**src/rtl/seg7_pkg.sv**
```systemverilog
// Shared constants and helpers for the seven-segment display scanner.
// Segment patterns are active-low with bit6 = a down to bit0 = g.
package seg7_pkg;

  // All segments dark.
  localparam logic [6:0] SEG_OFF = 7'h7F;

  // Decimal glyphs.
  localparam logic [6:0] FONT_0 = 7'h01;
  localparam logic [6:0] FONT_1 = 7'h4F;
  localparam logic [6:0] FONT_2 = 7'h12;
  localparam logic [6:0] FONT_3 = 7'h06;
  localparam logic [6:0] FONT_4 = 7'h4C;
  localparam logic [6:0] FONT_5 = 7'h24;
  localparam logic [6:0] FONT_6 = 7'h20;
  localparam logic [6:0] FONT_7 = 7'h0F;
  localparam logic [6:0] FONT_8 = 7'h00;
  localparam logic [6:0] FONT_9 = 7'h04;

  // Hex glyphs A, b, C, d, E, F.
  localparam logic [6:0] FONT_A = 7'h08;
  localparam logic [6:0] FONT_B = 7'h60;
  localparam logic [6:0] FONT_C = 7'h31;
  localparam logic [6:0] FONT_D = 7'h42;
  localparam logic [6:0] FONT_E = 7'h30;
  localparam logic [6:0] FONT_F = 7'h38;

  // Everything the scanner needs to remember about one digit position.
  typedef struct packed {
    logic [3:0] value;
    logic       dp;
    logic       blank;
    logic       blink;
  } digit_attr_t;

  // Buffer contents after reset: value 0, no decimal point, dark.
  localparam digit_attr_t DIGIT_RESET = '{value: 4'h0, dp: 1'b0, blank: 1'b1, blink: 1'b0};

  // Map a nibble to its glyph; values 10-15 are blank unless hex is enabled.
  function automatic logic [6:0] seg7_font(input logic [3:0] val, input logic hex_en);
    logic [6:0] seg;
    seg = SEG_OFF;
    case (val)
      4'h0:    seg = FONT_0;
      4'h1:    seg = FONT_1;
      4'h2:    seg = FONT_2;
      4'h3:    seg = FONT_3;
      4'h4:    seg = FONT_4;
      4'h5:    seg = FONT_5;
      4'h6:    seg = FONT_6;
      4'h7:    seg = FONT_7;
      4'h8:    seg = FONT_8;
      4'h9:    seg = FONT_9;
      4'hA:    seg = hex_en ? FONT_A : SEG_OFF;
      4'hB:    seg = hex_en ? FONT_B : SEG_OFF;
      4'hC:    seg = hex_en ? FONT_C : SEG_OFF;
      4'hD:    seg = hex_en ? FONT_D : SEG_OFF;
      4'hE:    seg = hex_en ? FONT_E : SEG_OFF;
      4'hF:    seg = hex_en ? FONT_F : SEG_OFF;
      default: seg = SEG_OFF;
    endcase
    return seg;
  endfunction

endpackage

```
**src/rtl/seven_segment_decoder.sv**
```systemverilog
// Combinational glyph lookup for one digit value.
module seven_segment_decoder
  import seg7_pkg::*;
#(
  parameter bit HEX_EN = 1'b1
) (
  input  logic [3:0] value_i,
  output logic [6:0] segments_o
);

  // Pure font lookup; the scanner registers the result before it reaches a pin.
  always_comb begin
    segments_o = seg7_font(value_i, HEX_EN);
  end

endmodule

```
**src/rtl/seven_segment_scanner.sv**
```systemverilog
// Self-timed multiplexed driver for an N-digit common-anode seven-segment display.
// Holds a pending buffer written by the update strobe and an active buffer that
// is refreshed only at frame boundaries, so a frame never mixes old and new data.
module seven_segment_scanner
  import seg7_pkg::*;
#(
  parameter int NUM_DIGITS   = 4,
  parameter int SCAN_DIV     = 100000,
  parameter int BLINK_FRAMES = 250,
  parameter int HEX_EN       = 1
) (
  input  logic                    clk,
  input  logic                    reset,
  input  logic [4*NUM_DIGITS-1:0] digits_in,
  input  logic [NUM_DIGITS-1:0]   dp_in,
  input  logic [NUM_DIGITS-1:0]   blank_in,
  input  logic [NUM_DIGITS-1:0]   blink_in,
  input  logic                    update,
  output logic [NUM_DIGITS-1:0]   anode_active,
  output logic [6:0]              segments,
  output logic                    dp,
  output logic                    frame_done
);

  localparam int IDX_W = (NUM_DIGITS > 1) ? $clog2(NUM_DIGITS) : 1;
  localparam int DIV_W = (SCAN_DIV > 1) ? $clog2(SCAN_DIV) : 1;
  localparam int BLK_W = (BLINK_FRAMES > 1) ? $clog2(BLINK_FRAMES) : 1;

  localparam logic [IDX_W-1:0] IDX_LAST = IDX_W'(NUM_DIGITS - 1);
  localparam logic [DIV_W-1:0] DIV_LAST = DIV_W'(SCAN_DIV - 1);
  localparam logic [BLK_W-1:0] BLK_LAST = BLK_W'(BLINK_FRAMES - 1);

  // Timing state.
  logic [DIV_W-1:0] div_q, div_d;
  logic [IDX_W-1:0] idx_q, idx_d;
  logic [BLK_W-1:0] blinkCnt_q, blinkCnt_d;
  logic             blinkPhase_q, blinkPhase_d;

  // Double buffer.
  digit_attr_t [NUM_DIGITS-1:0] pendingBuf_q, pendingBuf_d;
  digit_attr_t [NUM_DIGITS-1:0] activeBuf_q, activeBuf_d;

  // Registered pin drivers.
  logic [NUM_DIGITS-1:0] anode_q, anode_d;
  logic [6:0]            segments_q, segments_d;
  logic                  dp_q, dp_d;
  logic                  frameDone_q, frameDone_d;

  // Helpers.
  digit_attr_t [NUM_DIGITS-1:0] inputAttr;
  digit_attr_t                  curAttr;
  logic                         slotEnd;
  logic                         frameWrap;
  logic                         curDark;
  logic [6:0]                   fontSeg;

  // Regroup the flat input buses into one record per digit.
  always_comb begin
    inputAttr = '0;
    for (int k = 0; k < NUM_DIGITS; k++) begin
      inputAttr[k].value = digits_in[4*k +: 4];
      inputAttr[k].dp    = dp_in[k];
      inputAttr[k].blank = blank_in[k];
      inputAttr[k].blink = blink_in[k];
    end
  end

  // A slot ends when the divider reaches its last count; the frame ends when the rightmost slot ends.
  always_comb begin
    slotEnd   = (div_q == DIV_LAST);
    frameWrap = slotEnd && (idx_q == '0);
  end

  // Divider, scan index and blink phase advance.
  always_comb begin
    div_d        = slotEnd ? '0 : div_q + 1'b1;
    idx_d        = idx_q;
    blinkCnt_d   = blinkCnt_q;
    blinkPhase_d = blinkPhase_q;
    if (slotEnd) begin
      idx_d = (idx_q == '0) ? IDX_LAST : idx_q - 1'b1;
    end
    if (frameWrap) begin
      if (blinkCnt_q == BLK_LAST) begin
        blinkCnt_d   = '0;
        blinkPhase_d = ~blinkPhase_q;
      end else begin
        blinkCnt_d = blinkCnt_q + 1'b1;
      end
    end
  end

  // Pending takes every update; active only changes at a frame wrap, and an
  // update landing on that very cycle bypasses pending so it is not lost a frame.
  always_comb begin
    pendingBuf_d = update ? inputAttr : pendingBuf_q;
    activeBuf_d  = activeBuf_q;
    if (frameWrap) begin
      activeBuf_d = update ? inputAttr : pendingBuf_q;
    end
  end

  // Select the digit currently being scanned and build its anode pattern.
  always_comb begin
    curAttr = DIGIT_RESET;
    anode_d = '1;
    for (int k = 0; k < NUM_DIGITS; k++) begin
      if (idx_q == IDX_W'(k)) begin
        curAttr = activeBuf_q[k];
      end
      anode_d[k] = (idx_q != IDX_W'(k));
    end
  end

  seven_segment_decoder #(
    .HEX_EN (HEX_EN != 0)
  ) u_decoder (
    .value_i    (curAttr.value),
    .segments_o (fontSeg)
  );

  // Dark digits keep their anode slot so every digit gets the same on-time.
  always_comb begin
    curDark     = curAttr.blank | (curAttr.blink & blinkPhase_q);
    segments_d  = curDark ? SEG_OFF : fontSeg;
    dp_d        = curDark ? 1'b1 : ~curAttr.dp;
    frameDone_d = frameWrap;
  end

  // All state, including the output registers, resets asynchronously.
  always_ff @(posedge clk or posedge reset) begin
    if (reset) begin
      div_q        <= '0;
      idx_q        <= IDX_LAST;
      blinkCnt_q   <= '0;
      blinkPhase_q <= 1'b0;
      pendingBuf_q <= {NUM_DIGITS{DIGIT_RESET}};
      activeBuf_q  <= {NUM_DIGITS{DIGIT_RESET}};
      anode_q      <= '1;
      segments_q   <= SEG_OFF;
      dp_q         <= 1'b1;
      frameDone_q  <= 1'b0;
    end else begin
      div_q        <= div_d;
      idx_q        <= idx_d;
      blinkCnt_q   <= blinkCnt_d;
      blinkPhase_q <= blinkPhase_d;
      pendingBuf_q <= pendingBuf_d;
      activeBuf_q  <= activeBuf_d;
      anode_q      <= anode_d;
      segments_q   <= segments_d;
      dp_q         <= dp_d;
      frameDone_q  <= frameDone_d;
    end
  end

  assign anode_active = anode_q;
  assign segments     = segments_q;
  assign dp           = dp_q;
  assign frame_done   = frameDone_q;

endmodule

```
**config.mk**
```make
export PLATFORM = sky130hd
export DESIGN_NAME = seven_segment_scanner
export DESIGN_NICKNAME = d
export VERILOG_FILES = /design/src/rtl/seg7_pkg.sv /design/src/rtl/seven_segment_decoder.sv /design/src/rtl/seven_segment_scanner.sv
export SDC_FILE = /design/constraint.sdc
export NUM_CORES = 1
export LEC_CHECK = 0
export CORE_MARGIN = 5
export CORE_UTILIZATION = 60
export DETAILED_ROUTE_END_ITERATION = 10
export PLACE_DENSITY = 0.87
export SLEW_MARGIN = 15
export SYNTH_ARGS = -nofsm -noshare
export SYNTH_HDL_FRONTEND = slang
export SYNTH_SLANG_ARGS = --single-unit
```
**constraint.sdc**
```tcl
create_clock -name clk -period 8.85 [get_ports clk]
set_input_delay 1.77 -clock clk [delete_from_list [all_inputs] [get_ports clk]]
set_output_delay 1.77 -clock clk [all_outputs]
set_load 0.05 [all_outputs]
```
==> metrics.txt <==
Tightest Pin Transition=approximately 0.90 ns; hold_buf cts=0; GP Congestion=between 0.8 and 0.9; global route overflow=0; CP Data Required Time=~7 ns; Sink Count=97; peak per-stage delay on the critical path=between 0.8 and 0.9 ns; final worst-path cycle share=39.4%; largest family of logic cells by synthesized area=multiplexers; clock skew=0.00863 ns; Yosys warnings=0; Syn Nets=between 300 and 400; CTS root buf=clkbuf_8; number of global-route vias before repair=approximately 3,000; HP Start=div_q[0]$_DFF_PP0_; synthesized-area fraction occupied by ao, oa, aoi and oai cells=7.07%; maximum operating frequency=0.287 GHz; dominant cell type by area after synthesis=dfrtp_1; dpl ws=5.45 ns; Die X=around 95 um; syn avg cell area=12.6 sq um; hold endpoint=div_q[0]$_DFF_PP0_; Top delay family on crit path=buffers and inverters; ant diodes=0; Synth Area in Adders=under 10%; worst hold path class=reg2reg; fin worst setup slack=5.37 ns; RSZ-0062 raised after global routing=no; I/O pin count=44; worst path cell trace=clkdlybuf4s50_1; Clock Pin Slew Worst Setup and Hold Paths=around 0.09 ns; total CTS buffers=9; HPWL after DPL=5600 um; Post-synth EDFFs=0; Crit Reg-Reg Startpoint=div_q[6]$_DFF_PP0_; PortBufs=between 40 and 50; Starting Density=a little over three fifths; Worst setup SP type=flop; Die ar.=between 0.008 and 0.009 sq mm; 1st-iter DRT viols=~110; share of layout cells above drive strength 1=26.0%; register area share after synthesis=57.1%; Power Density=approximately 160 mW/mm^2; status=complete, no violations; fin. max-slew vios=0; post-CTS sizing=0; setup slack, reg-to-reg=5.99 ns; post-synth design cell area=0.00430 sq mm; Nets=between 400 and 500; Crit. End Element=primary output; top post-synthesis cells by area=dfrtp_1 44%, mux2_2 15%, dfstp_2 13%, ha_1 3.8%, nand2_1 1.7%; FF-to-FF End=activeBuf_q[25]$_DFFE_PP0P_; Reg2Reg Depth=5; WP data arrival=roughly 1.7 ns; DRT Wirelength=8170 um; chip height=94.6 um; crit path time final=3.48 ns; peak fanout along the critical path=1; FFs w/ async S/R, synth=100%; Remaining DRCs=0; CTS tree=built; library cells used by synthesis=47; Relative slew margins=slightly below 40%; XOR/XNOR Fraction of Synth Area=under 10%; kind of critical path=reg2out; initial antenna violation count=0; Top FF cell, synth=dfrtp_1; final-report hold violation count=0; post-DR vias/cell=about 5.7; clk_lat worst skew=around 0.36 ns; post-route ant nets=0; maximum buffer depth of the clock tree=2; total core area=roughly 0.0069 sq mm; mux cell area share after synthesis=between 10% and 20%; first-pass GRT wire length=between 10,000 and 15,000 um; Leakage=about 2.2 nW; post-synthesis simple-gate area fraction=10.7%; # rows=30; CP max-delay cell=clkdlybuf4s50_1; top-count cell post-synth=dfrtp_1; worst vdd ir=about 0.00011 V; largest net degree at the start of global routing=a little over 90; Post CTS Setup Buffer Count=0; setup total negative slack=0 ns; Buf/Inv on CP=1; Yosys top cell area share=about 44%; Hold Path Stages=1; Yosys reg bits=97; H-tree depth=3; area grow syn2layout=17.3%; Post-Synthesis Cells=between 300 and 400; All-Layer GR Usage=between 20% and 30%; post-DR wirelength/cell=approximately 17 um; most common library cells after synthesis=75 x dfrtp_1, 56 x mux2_2, 22 x dfstp_2, 20 x nand2_1, 20 x nor2_1; # setup viols final=0; CP Depth=1; TritonRoute pass-1 iters=4; worst hold slack=around 0.5 ns; DR vias=2,760; Max-cap violations=0
state kept, by name, summed over array words and instances, names as in the netlist:
register / flops
div_q: 17
activeBuf_q: 28
frame_done: 1
dp: 1
segments: 7
blinkPhase_q: 1
idx_q: 2
blinkCnt_q: 8
pendingBuf_q: 28
anode_active: 4
area by class of cell:
cell class                 count  area [sq um]
clock buffer                  11           141
clock inverter                 5          86.3
fill                         448          1830
inverter                      15          62.6
multi-input combinational    218          1720
sequential                    97          2450
tap                           96           120
timing repair buffer          46           457
stage by stage:
step | area [sq um] | cells | utilization [%] | total power, mW
floorplan | 4300 | 341 | - | 0.491
global placement | 4810 | 472 | 70.0 | 0.510
detailed placement | 4810 | 472 | 70.0 | 0.512
CTS | 5040 | 488 | 73.3 | 0.829
global route | 5040 | 488 | 73.4 | 0.856
finish | 5040 | 488 | 73.4 | 0.824
how the worst max path moves through the flow:
stage | startpoint | endpoint
after CTS | anode_active[3]$_DFF_PP1_ | anode_active[3]
after detailed placement | update | activeBuf_q[7]$_DFFE_PP0P_
after global placement | update | activeBuf_q[2]$_DFFE_PP0P_
after floorplan | reset | activeBuf_q[0]$_DFFE_PP0P_
after global routing | anode_active[3]$_DFF_PP1_ | anode_active[3]
final | anode_active[3]$_DFF_PP1_ | anode_active[3]
layout by cell type (no fill, tap or decap), types with 2 or more instances in the layout:
cell	netlist	layout
clkinv_4	1	3
o31ai_1	3	3
o21ai_0	10	10
a21o_1	2	2
or3_1	2	2
nor2_1	20	20
a22oi_1	2	2
a21oi_1	7	7
nand3_1	11	11
xnor2_1	8	8
nor2b_1	5	5
inv_1	14	13
mux2_2	56	56
mux2i_1	3	3
o21ai_1	2	2
buf_4	2	2
clkbuf_8	0	10
clkdlybuf4s50_1	0	43
nor3_1	3	3
nand3b_1	3	3
nand2b_1	4	4
nand4_1	7	7
ha_1	13	13
o221ai_1	4	4
nand2_1	20	20
dfstp_2	22	22
bufinv_16	0	2
o22ai_1	3	3
dfrtp_1	75	75
xor2_1	7	7
and3_1	3	3
nor3b_1	2	2
a311oi_1	3	3
where the power goes:
part	total (mW)	leakage, nW	internal (mW)	switching [mW]
Sequential	0.460	1.21	0.457	0.00326
Clock	0.321	0.114	0.169	0.152
Combinational	0.0428	0.867	0.0239	0.0190
Total	0.824	2.19	0.650	0.174
kinds of logic after synthesis:
family	count (synthesis)
adders and majority gates	13
xor gates and xnor gates	15
AOI/OAI and AO/OA	45
buffers and inverters	26
muxes	59
and+or+nand+nor	86
DFF	97
metal layers:
metal	vias up	GRT usage (%)	part of all wire (%)
met4	0	9.98	3.0
met3	20	4.94	5.6
met2	73	33.6	49
met1	1372	26.4	42
li1	1295	-	-
met5	-	0	0
Power figures use the tool's default switching activity.
